===== src/rtl/arb_pkg.sv =====
// Shared constants, state type and helpers for the 8-requester arbiter.
package arb_pkg;

  localparam int N      = 8;
  localparam int IDX_W  = $clog2(N);
  localparam int HOLD_W = 8;

  typedef enum logic [0:0] {
    IDLE  = 1'b0,
    GRANT = 1'b1
  } arb_state_t;

  function automatic logic [N-1:0] idx_to_onehot(input logic [IDX_W-1:0] idx);
    logic [N-1:0] oh;
    oh      = {N{1'b0}};
    oh[idx] = 1'b1;
    return oh;
  endfunction

endpackage


===== src/rtl/arb_pick.sv =====
// Combinational winner picker: rotate the candidates, priority-encode, un-rotate.
module arb_pick
  import arb_pkg::*;
(
  input  logic [N-1:0]     cand,
  input  logic [IDX_W-1:0] ptr,
  input  logic             fixed_pri,
  output logic [IDX_W-1:0] win_id,
  output logic             found
);

  logic [2*N-1:0]   shifted_s;
  logic [N-1:0]     rev_s;
  logic [N-1:0]     rot_s;
  logic [IDX_W-1:0] lsb_s;

  // Fixed mode bit-reverses so the highest index lands at position 0;
  // round-robin rotates so ptr lands at position 0.
  always_comb begin
    shifted_s = {cand, cand} >> ptr;
    rev_s     = {N{1'b0}};
    for (int i = 0; i < N; i++) begin
      rev_s[i] = cand[N-1-i];
    end
    if (fixed_pri) begin
      rot_s = rev_s;
    end else begin
      rot_s = shifted_s[N-1:0];
    end
    lsb_s = {IDX_W{1'b0}};
    for (int i = N - 1; i >= 0; i--) begin
      lsb_s = rot_s[i] ? IDX_W'(i) : lsb_s;
    end
    if (fixed_pri) begin
      win_id = IDX_W'(N - 1) - lsb_s;
    end else begin
      win_id = lsb_s + ptr;
    end
    found = |cand;
  end

endmodule


===== src/rtl/rr_arbiter8.sv =====
// 8-requester arbiter with fixed-priority or round-robin selection and a
// hold-limit timeout that forces handoff when others are waiting.
module rr_arbiter8
  import arb_pkg::*;
#(
  parameter int MAX_HOLD = 16
) (
  input  logic             clk,
  input  logic             rst,
  input  logic [N-1:0]     req,
  input  logic             fixed_pri,
  output logic [N-1:0]     gnt,
  output logic [IDX_W-1:0] gnt_id,
  output logic             gnt_valid
);

  arb_state_t        state_r;
  logic [N-1:0]      gnt_r;
  logic [IDX_W-1:0]  gnt_id_r;
  logic              gnt_valid_r;
  logic [IDX_W-1:0]  ptr_r;
  logic [HOLD_W-1:0] hold_cnt_r;

  logic              owner_req_s;
  logic              hold_at_limit_s;
  logic [N-1:0]      cand_s;
  logic [IDX_W-1:0]  win_s;
  logic              found_s;

  // While the owner still requests, only the others may compete (timeout
  // handoff); otherwise the raw request vector is the candidate set.
  always_comb begin
    owner_req_s     = req[gnt_id_r];
    hold_at_limit_s = (hold_cnt_r == HOLD_W'(MAX_HOLD - 1));
    if ((state_r == GRANT) && owner_req_s) begin
      cand_s = req & ~gnt_r;
    end else begin
      cand_s = req;
    end
  end

  arb_pick u_pick (
    .cand      (cand_s),
    .ptr       (ptr_r),
    .fixed_pri (fixed_pri),
    .win_id    (win_s),
    .found     (found_s)
  );

  // Grant state machine with registered outputs.
  always_ff @(posedge clk) begin
    if (rst) begin
      state_r     <= IDLE;
      gnt_r       <= {N{1'b0}};
      gnt_id_r    <= {IDX_W{1'b0}};
      gnt_valid_r <= 1'b0;
      ptr_r       <= {IDX_W{1'b0}};
      hold_cnt_r  <= {HOLD_W{1'b0}};
    end else begin
      case (state_r)
        IDLE: begin
          if (found_s) begin
            state_r     <= GRANT;
            gnt_r       <= idx_to_onehot(win_s);
            gnt_id_r    <= win_s;
            gnt_valid_r <= 1'b1;
            ptr_r       <= win_s + IDX_W'(1);
            hold_cnt_r  <= {HOLD_W{1'b0}};
          end else begin
            state_r     <= IDLE;
            gnt_r       <= {N{1'b0}};
            gnt_id_r    <= {IDX_W{1'b0}};
            gnt_valid_r <= 1'b0;
            hold_cnt_r  <= {HOLD_W{1'b0}};
          end
        end
        GRANT: begin
          if (!owner_req_s) begin
            if (found_s) begin
              gnt_r       <= idx_to_onehot(win_s);
              gnt_id_r    <= win_s;
              gnt_valid_r <= 1'b1;
              ptr_r       <= win_s + IDX_W'(1);
              hold_cnt_r  <= {HOLD_W{1'b0}};
            end else begin
              state_r     <= IDLE;
              gnt_r       <= {N{1'b0}};
              gnt_id_r    <= {IDX_W{1'b0}};
              gnt_valid_r <= 1'b0;
              hold_cnt_r  <= {HOLD_W{1'b0}};
            end
          end else if (hold_at_limit_s) begin
            if (found_s) begin
              gnt_r      <= idx_to_onehot(win_s);
              gnt_id_r   <= win_s;
              ptr_r      <= win_s + IDX_W'(1);
              hold_cnt_r <= {HOLD_W{1'b0}};
            end else begin
              hold_cnt_r <= {HOLD_W{1'b0}};
            end
          end else begin
            hold_cnt_r <= hold_cnt_r + HOLD_W'(1);
          end
        end
        default: begin
          state_r     <= IDLE;
          gnt_r       <= {N{1'b0}};
          gnt_id_r    <= {IDX_W{1'b0}};
          gnt_valid_r <= 1'b0;
          ptr_r       <= {IDX_W{1'b0}};
          hold_cnt_r  <= {HOLD_W{1'b0}};
        end
      endcase
    end
  end

  assign gnt       = gnt_r;
  assign gnt_id    = gnt_id_r;
  assign gnt_valid = gnt_valid_r;

endmodule


===== config.mk =====
export PLATFORM = sky130hd
export DESIGN_NAME = rr_arbiter8
export DESIGN_NICKNAME = d
export VERILOG_FILES = /design/src/rtl/arb_pkg.sv /design/src/rtl/arb_pick.sv /design/src/rtl/rr_arbiter8.sv
export SDC_FILE = /design/constraint.sdc
export NUM_CORES = 1
export LEC_CHECK = 0
export CAP_MARGIN = 20
export CORE_AREA = 2 2 63 65
export CTS_CLUSTER_SIZE = 30
export DETAILED_ROUTE_END_ITERATION = 7
export DIE_AREA = 0 0 65 67
export PLACE_DENSITY = 0.72
export SLEW_MARGIN = 20
export SYNTH_ARGS = -nofsm -noshare
export SYNTH_HDL_FRONTEND = slang
export SYNTH_HIERARCHICAL = 1
export SYNTH_SLANG_ARGS = --single-unit

===== constraint.sdc =====
create_clock -name clk -period 5 [get_ports clk]
set_input_delay 0.5 -clock clk [delete_from_list [all_inputs] [get_ports clk]]
set_output_delay 0.5 -clock clk [all_outputs]
set_load 0.05 [all_outputs]

# Yosys cells after proc, flatten, opt, wreduce, memory -nomap -nowiden
# Index checks and enable logic that the tools add are counted.
totals:
  reg_bits: 24
  in_bits: 11
  output_inout_bits: 12
  word_cells: 62
classes:
  add_sub_neg: 4
  n_lt_le_gt_ge: 3
  n_eq_ne: 4
  n_shift: 1
  mux: 37
  bitwise: 3
  n_reduce_logical: 4
op_table:
  columns: ["op", "count"]
  rows:
  - ["$mux W8", 8]
  - ["$mux W3", 16]
  - ["$pmux W8 S2", 2]
  - ["$shr A16 B3 Y8", 1]
  - ["$pmux W3 S2", 2]
  - ["$add A8 B1 Y8 const B", 1]
  - ["$and A8 B8 Y8", 1]
  - ["$eq A8 B4 Y1 const B", 1]
  - ["$lt A3 B4 Y1 const B", 2]
  - ["$not A8 Y8", 1]
  - ["$reduce_or A8 Y1", 1]
  - ["$ne A3 B2 Y1 const B", 2]
  - ["$mux W1", 5]
  - ["$pmux W1 S2", 2]
  - ["$add A3 B1 Y3 const B", 1]
  - ["$add A3 B3 Y3", 1]
  - ["$bmux W1 S3", 1]
  - ["$demux W1 S3", 1]
  - ["$ge A3 B1 Y1 const B", 1]
  - ["$sub A3 B3 Y3 const A", 1]
  - ["$logic_and A1 B1 Y1", 2]
  - ["$ne A2 B2 Y1 const B", 1]
  - ["$reduce_and A2 Y1", 1]
  - ["$not A1 Y1", 1]

# Depth between registers and ports, before layout
depth:
  word_depth: 24
  mapped_depth: 19
  ltp_nobuf: 19

# Cells and area by module
# The synthesis kept the hierarchy.
modules_own_cells:
  columns: ["mod", "n_inst", "cells_per_inst", "area_per_inst_um2", "seq_area_each_um2"]
  rows:
  - ["rr_arbiter8", 1, 102, 1108.6, 480.5]
  - ["arb_pick", 1, 65, 606.8, 0.0]

# Least setup slack after synthesis
# OpenSTA, ideal clock, no wires.
synth_path:
  path_type: "register to register"
  startpoint: "reg gnt_id_r[0], in the netlist gnt_id[0]"
  endpoint: "reg ptr_r[2]"
  setup_time_ns: 0.116
  arrival_time_ns: 5.042
  required_time_ns: 4.884
  setup_slack_ns: -0.158
  stages_incl_launch_ff: 20
  period_less_slack_ns: 5.158
  path_cell_list: "dfxtp_1 mux2_2 o31ai_2 nor2_1 a21boi_0 mux2i_1 mux4_1 o21ai_1 nand2b_1 a31oi_1 o21ba_2 ha_1 inv_1 fa_1 nor2b_1 a31oi_1 ha_1 xnor2_1 o311ai_0 o211a_1"
synth_between:
  elab_chain_len: 21
  elab_cells_between_ends: 24
synth_rtl:
  columns: ["element", "line_no", "source"]
  rows:
  - ["start, declared", "rr_arbiter8.sv:19", "logic [IDX_W-1:0] gnt_id_r;"]
  - ["start signal, assigned", "rr_arbiter8.sv:55", "gnt_id_r <= {IDX_W{1'b0}};"]
  - ["start signal, assigned", "rr_arbiter8.sv:65", "gnt_id_r <= win_s;"]
  - ["start signal, assigned", "rr_arbiter8.sv:72", "gnt_id_r <= {IDX_W{1'b0}};"]
  - ["$bmux W1 S3 *", "rr_arbiter8.sv:33", "owner_req_s = req[gnt_id_r];"]
  - ["$mux W1 (not written as such) *", "rr_arbiter8.sv:33", null]
  - ["$logic_and A1 B1 Y1 *", "rr_arbiter8.sv:35", "if ((state_r == GRANT) && owner_req_s) begin"]
  - ["$mux W8 *", "rr_arbiter8.sv:35", null]
  - ["net cand_s[2]", "rr_arbiter8.sv:26", "logic [N-1:0] cand_s;"]
  - ["$shr A16 B3 Y8", "arb_pick.sv:20", "shifted_s = {cand, cand} >> ptr;"]
  - ["$mux W8 *", "arb_pick.sv:25", "if (fixed_pri) begin"]
  - ["$mux W3 (7 in series)", "arb_pick.sv:32", "lsb_s = rot_s[i] ? IDX_W'(i) : lsb_s;"]
  - ["$mux W3 *", "arb_pick.sv:32", null]
  - ["$add A3 B3 Y3 or $sub A3 B3 Y3 (tied branches)", "arb_pick.sv:37, arb_pick.sv:35", null]
  - ["$mux W3 *", "arb_pick.sv:34", "if (fixed_pri) begin"]
  - ["net win_s[1]", "rr_arbiter8.sv:27", "logic [IDX_W-1:0] win_s;"]
  - ["$add A3 B1 Y3 *", "rr_arbiter8.sv:67, rr_arbiter8.sv:83, rr_arbiter8.sv:96", null]
  - ["$mux W3 *", "rr_arbiter8.sv:62, rr_arbiter8.sv:79, rr_arbiter8.sv:93", null]
  - ["$mux W3", "rr_arbiter8.sv:92", "end else if (hold_at_limit_s) begin"]
  - ["$mux W3", "rr_arbiter8.sv:78", "if (!owner_req_s) begin"]
  - ["$pmux W3 S2 *", "rr_arbiter8.sv:60", "case (state_r)"]
  - ["end signal, assigned", "rr_arbiter8.sv:67", "ptr_r <= win_s + IDX_W'(1);"]
  - ["end signal, assigned", "rr_arbiter8.sv:83", "ptr_r <= win_s + IDX_W'(1);"]
  - ["end signal, assigned", "rr_arbiter8.sv:96", "ptr_r <= win_s + IDX_W'(1);"]
  - ["end, declared", "rr_arbiter8.sv:21", "logic [IDX_W-1:0] ptr_r;"]
# The timed path passes the listed nets; every way through them passes the cells marked *. The select of a mux whose other input is x is not followed.
# A chain may end at the register's enable or synchronous reset.

# Worst setup path in the final report
layout_path:
  startpoint: "in req[7]"
  endpoint: "reg gnt_r[6], in the netlist gnt[6]"
layout_between:
  elab_chain_len: 24
  elab_cells_between_ends: 32
layout_rtl:
  columns: ["element", "line_no", "source"]
  rows:
  - ["start, declared", "rr_arbiter8.sv:10", "input logic [N-1:0] req,"]
  - ["$bmux W1 S3 *", "rr_arbiter8.sv:33", null]
  - ["$mux W1 (not written as such) *", "rr_arbiter8.sv:33", null]
  - ["$logic_and A1 B1 Y1 *", "rr_arbiter8.sv:35", null]
  - ["$mux W8 *", "rr_arbiter8.sv:35", null]
  - ["net cand_s[3]", "rr_arbiter8.sv:26", null]
  - ["$shr A16 B3 Y8", "arb_pick.sv:20", null]
  - ["$mux W8 *", "arb_pick.sv:25", null]
  - ["$mux W3 (7 in series)", "arb_pick.sv:32", null]
  - ["(+3 left out)", null, null]
  - ["net win_s[2]", "rr_arbiter8.sv:27", null]
  - ["$lt A3 B4 Y1 (not written as such) or $ge A3 B1 Y1 (tied branches)", "arb_pkg.sv:16", "oh[idx] = 1'b1;"]
  - ["$logic_and A1 B1 Y1 (not written as such)", "arb_pkg.sv:16", null]
  - ["$mux W1 (not written as such)", "arb_pkg.sv:16", null]
  - ["$demux W1 S3 *", "arb_pkg.sv:16", null]
  - ["$mux W8", "rr_arbiter8.sv:93", "if (found_s) begin"]
  - ["$mux W8", "rr_arbiter8.sv:92", null]
  - ["$mux W8", "rr_arbiter8.sv:78", null]
  - ["$pmux W8 S2 *", "rr_arbiter8.sv:60", null]
  - ["end signal, assigned", "rr_arbiter8.sv:64", "gnt_r <= idx_to_onehot(win_s);"]
  - ["end signal, assigned", "rr_arbiter8.sv:80", "gnt_r <= idx_to_onehot(win_s);"]
  - ["end signal, assigned", "rr_arbiter8.sv:94", "gnt_r <= idx_to_onehot(win_s);"]
  - ["end, declared", "rr_arbiter8.sv:18", "logic [N-1:0] gnt_r;"]
# Marked as above.

==> reports/results.tsv <==
metric	value	unit
Hold Buf Count CTS	0	
Post-Place Worst Slack	-439	ps
clk_skew	1.47	ps
layout cells sized above 1	30.9	%
Max Cap Violations	0	
internal power	681	µW
maximum vdd drop	381	µV
clk slew on worst S/H paths	80	ps
Slew HR	56.2	%
Mapped Avg Cell Area	10.3	µm²
top-area cell type share of the netlist area	28.0	%
Crit-path slowest cell	mux4_1	
grt met2 use	36.5	%
synthesized instance count	167	
initial antenna violation count	0	
Reg power frac	25.7	%
Slew Limit Fails	0	
FF/Latch Area	482	µm²
vias in the first global route	1499	
Register-to-Register Path Depth	20	
combinational power share	60.1	%
fin worst setup slack	217	ps
worst reg2reg setup slack	440	ps
Cells after DPL	258	
Sw Pwr	501	µW
Worst Tran Pin Value	656	ps
routed via count	1562	
clock buffer count from CTS	3	
register bit total from synthesis	24	
Non-Filler Instances	265	
crit start category	input port	
drt total wl	4280	µm
CP max FO	5	
FMAX	0.209	GHz
Warnings, synthesis	6	
class of the worst hold path	reg2reg	
Tcrit/Tclk final	95.7	%
largest cells by area after synthesis	dfxtp_1 (28%), mux4_1 (7.7%), a32o_1 (5.8%)	
Ports	23	
port bufs	22	
DP HPWL	3260	µm
Setup TNS	0	ps
DR vias/cell	5.89	
Crit Path Class	in2reg	
Post-DP Area	0.00215	mm²
first-iteration detailed-routing DRC count	94	
cell taking the most area after synthesis	dfxtp_1	
Max Root-Sink Buffers	2	
Multi-input gate area	0.00119	mm²
Leakage	0.863	nW
Critical Path End Type	flop	
Synth Flop Type	dfxtp_1	
largest net degree at the start of global routing	18	
Root Buffer	clkbuf_8	
Setup violations, final	0	
post-synthesis sequential area ratio	28.0	%
fin crit period	4780	ps
RSZ-0062 raised after global routing	false	
total gr overflow	0	
Final Net Count	233	
ANT cells	0	
busiest grt layer	met2	
Area growth syn-to-layout	33.0	%
FF-to-FF End	gnt[6]	
Layout fillers	293	
Starting Density	47.6	%
DR DRC count	0	
Netlist cell types	46	
number of synthesized flops with an enable pin	0	
die area	0.00436	mm²
CTS tree	built	
CP Data Arrival Time	4950	ps
CP Cell Sequence	clkdlybuf4s50_1 > mux4_2 > o22ai_4 > nor2_4 > a21boi_1 > mux2i_1 > mux4_1 > o21ai_2 > nand2b_1 > a31oi_1 > o21ba_2 > ha_1 > inv_1 > fa_1 > xnor2_1 > nor2_1 > xnor2_1 > buf_4 > buf_4 > and2_1 > a32o_1	
share of synthesized flip-flops with an asynchronous set or reset	0	%
GR Util met1	26.8	%
crit path to	gnt[6]	
antenna-violating nets left	0	
clock share of power	14.2	%
final core utilization	63.3	%
DR WL/cell	16.2	µm
M3 GR Usage	1.69	%
DIE HEIGHT	67	µm
WHS	475	ps
first-pass GRT wire length	6980	µm
Power Dens Cells	518	mW/mm²
required time worst endpoint	5160	ps
GRT Resource Usage Total	20.8	%
Sink Count	24	
# rows	22	
RD Place Congestion	0.865	
syn_nets	182	
Switching Fraction	42.4	%
clk_lat worst skew	260	ps
final hold viol count	0	
worst r2r src	gnt_id[0]	
status	completed	
Finished Cell Area	0.00228	mm²
drt first pass iters	4	
total chip power	1.18	mW
core footprint	0.00361	mm²
H-tree levels	1	
post-synthesis cell area	0.00172	mm²
slowest stage delay, CP	550	ps
critical path launch point	req[7]	
width of the die	65	µm
## what timing repair did
action / in CTS / in global routing
buffers inserted: 1 / 1
gates cloned: 0 / 1
endpoints found under the setup margin: 8 / 10
gates resized for setup: 1 / 19
pin swaps: 1 / 4
## power by group through the flow
| stage | combinational, mW | clock [mW] | sequential [mW] |
|---|---|---|---|
| CTS | 0.671 | 0.170 | 0.299 |
| global placement | 0.643 | 0 | 0.302 |
| detailed placement | 0.661 | 0 | 0.302 |
| finish | 0.710 | 0.168 | 0.304 |
| floorplan | 0.396 | 0 | 0.364 |
| global route | 0.759 | 0.179 | 0.313 |
## cells by family (layout without fill, tap and decap cells)
kind of cell               Yosys count  in the layout  share of synthesized area, %
adders and majority gates            4              4                          3.36
and+or+nand+nor                     53             54                          16.7
muxes                               21             21                          20.1
buffers and inverters               15             64                          5.54
AOI/OAI and AO/OA                   41             41                          21.7
xor gates and xnor gates             9              9                          4.60
DFF                                 24             24                          28.0
## per-layer routing
metal	share of wire (%)	routed length [µm]	vias up
li1	-	-	743
met1	44	1890	755
met2	49	2110	56
met3	4.8	206	8
met4	1.5	66	0
met5	0	0	-
## critical path: cells and delay by family
| family | cells | cell delay (ps) |
|---|---|---|
| and+or+nand+nor | 4 | 380 |
| AOI/OAI and AO/OA | 6 | 1260 |
| xor gates and xnor gates | 2 | 320 |
| buffers and inverters | 4 | 760 |
| adders and majority gates | 2 | 490 |
| muxes | 3 | 1220 |
## registers in the layout, summed over array words and instances (netlist names)
register and flops:
gnt 8, hold_cnt_r 8, gnt_id 3, ptr_r 3
gnt_valid 1, state_r 1
## worst min-delay path by stage
stage / endpoint / from / depth (start not counted)
after floorplan: hold_cnt_r[0] / hold_cnt_r[0] / 1
after global placement: hold_cnt_r[0] / hold_cnt_r[0] / 1
after detailed placement: hold_cnt_r[0] / hold_cnt_r[0] / 1
after CTS: hold_cnt_r[0] / hold_cnt_r[0] / 1
after global routing: hold_cnt_r[0] / hold_cnt_r[0] / 1
final: hold_cnt_r[0] / hold_cnt_r[0] / 1
## placed cells by master (no fill, tap or decap), drive strengths merged, types with 2 or more instances in the layout
cell type and n:
o21ai 3, o21bai 2, a222oi 4, nor2b 6
a21boi 8, a31oi 2, and2 2, nor4 3
xor2 3, inv 7, mux2i 9, a22oi 2
clkbuf 3, mux4 9, nand2 15, nand2b 3
nor2 18, mux2 3, clkdlybuf4s50 22, a32o 10
xnor2 6, buf 31, nor3 2, ha 3
dfxtp 24, or4 2, nand3 2
## cells in the mapped netlist, types with 2 or more instances
master	n
xor2_1	3
a32o_1	10
nand3_1	2
a31oi_1	2
nor2_1	10
a21boi_0	8
and2_1	2
buf_6	5
mux4_2	4
nor2b_1	6
nand2b_1	3
mux2i_1	9
mux4_1	5
a222oi_1	4
ha_1	3
mux2_2	3
dfxtp_1	24
nor2_2	6
a22oi_1	2
o21bai_1	2
nor4_1	2
o21ai_1	2
clkbuf_1	2
inv_1	7
nand2_1	15
xnor2_1	6
## area by class of cell
| type | instances | area share, % |
|---|---|---|
| Clock buffer | 3 | 1.81 |
| Clock inverter | 1 | 1.32 |
| Inverter | 7 | 1.15 |
| Multi-Input combinational cell | 129 | 52.1 |
| Sequential cell | 24 | 21.1 |
| Tap cell | 48 | 2.63 |
| Timing Repair Buffer | 53 | 19.9 |
Power figures use the tool's default switching activity.
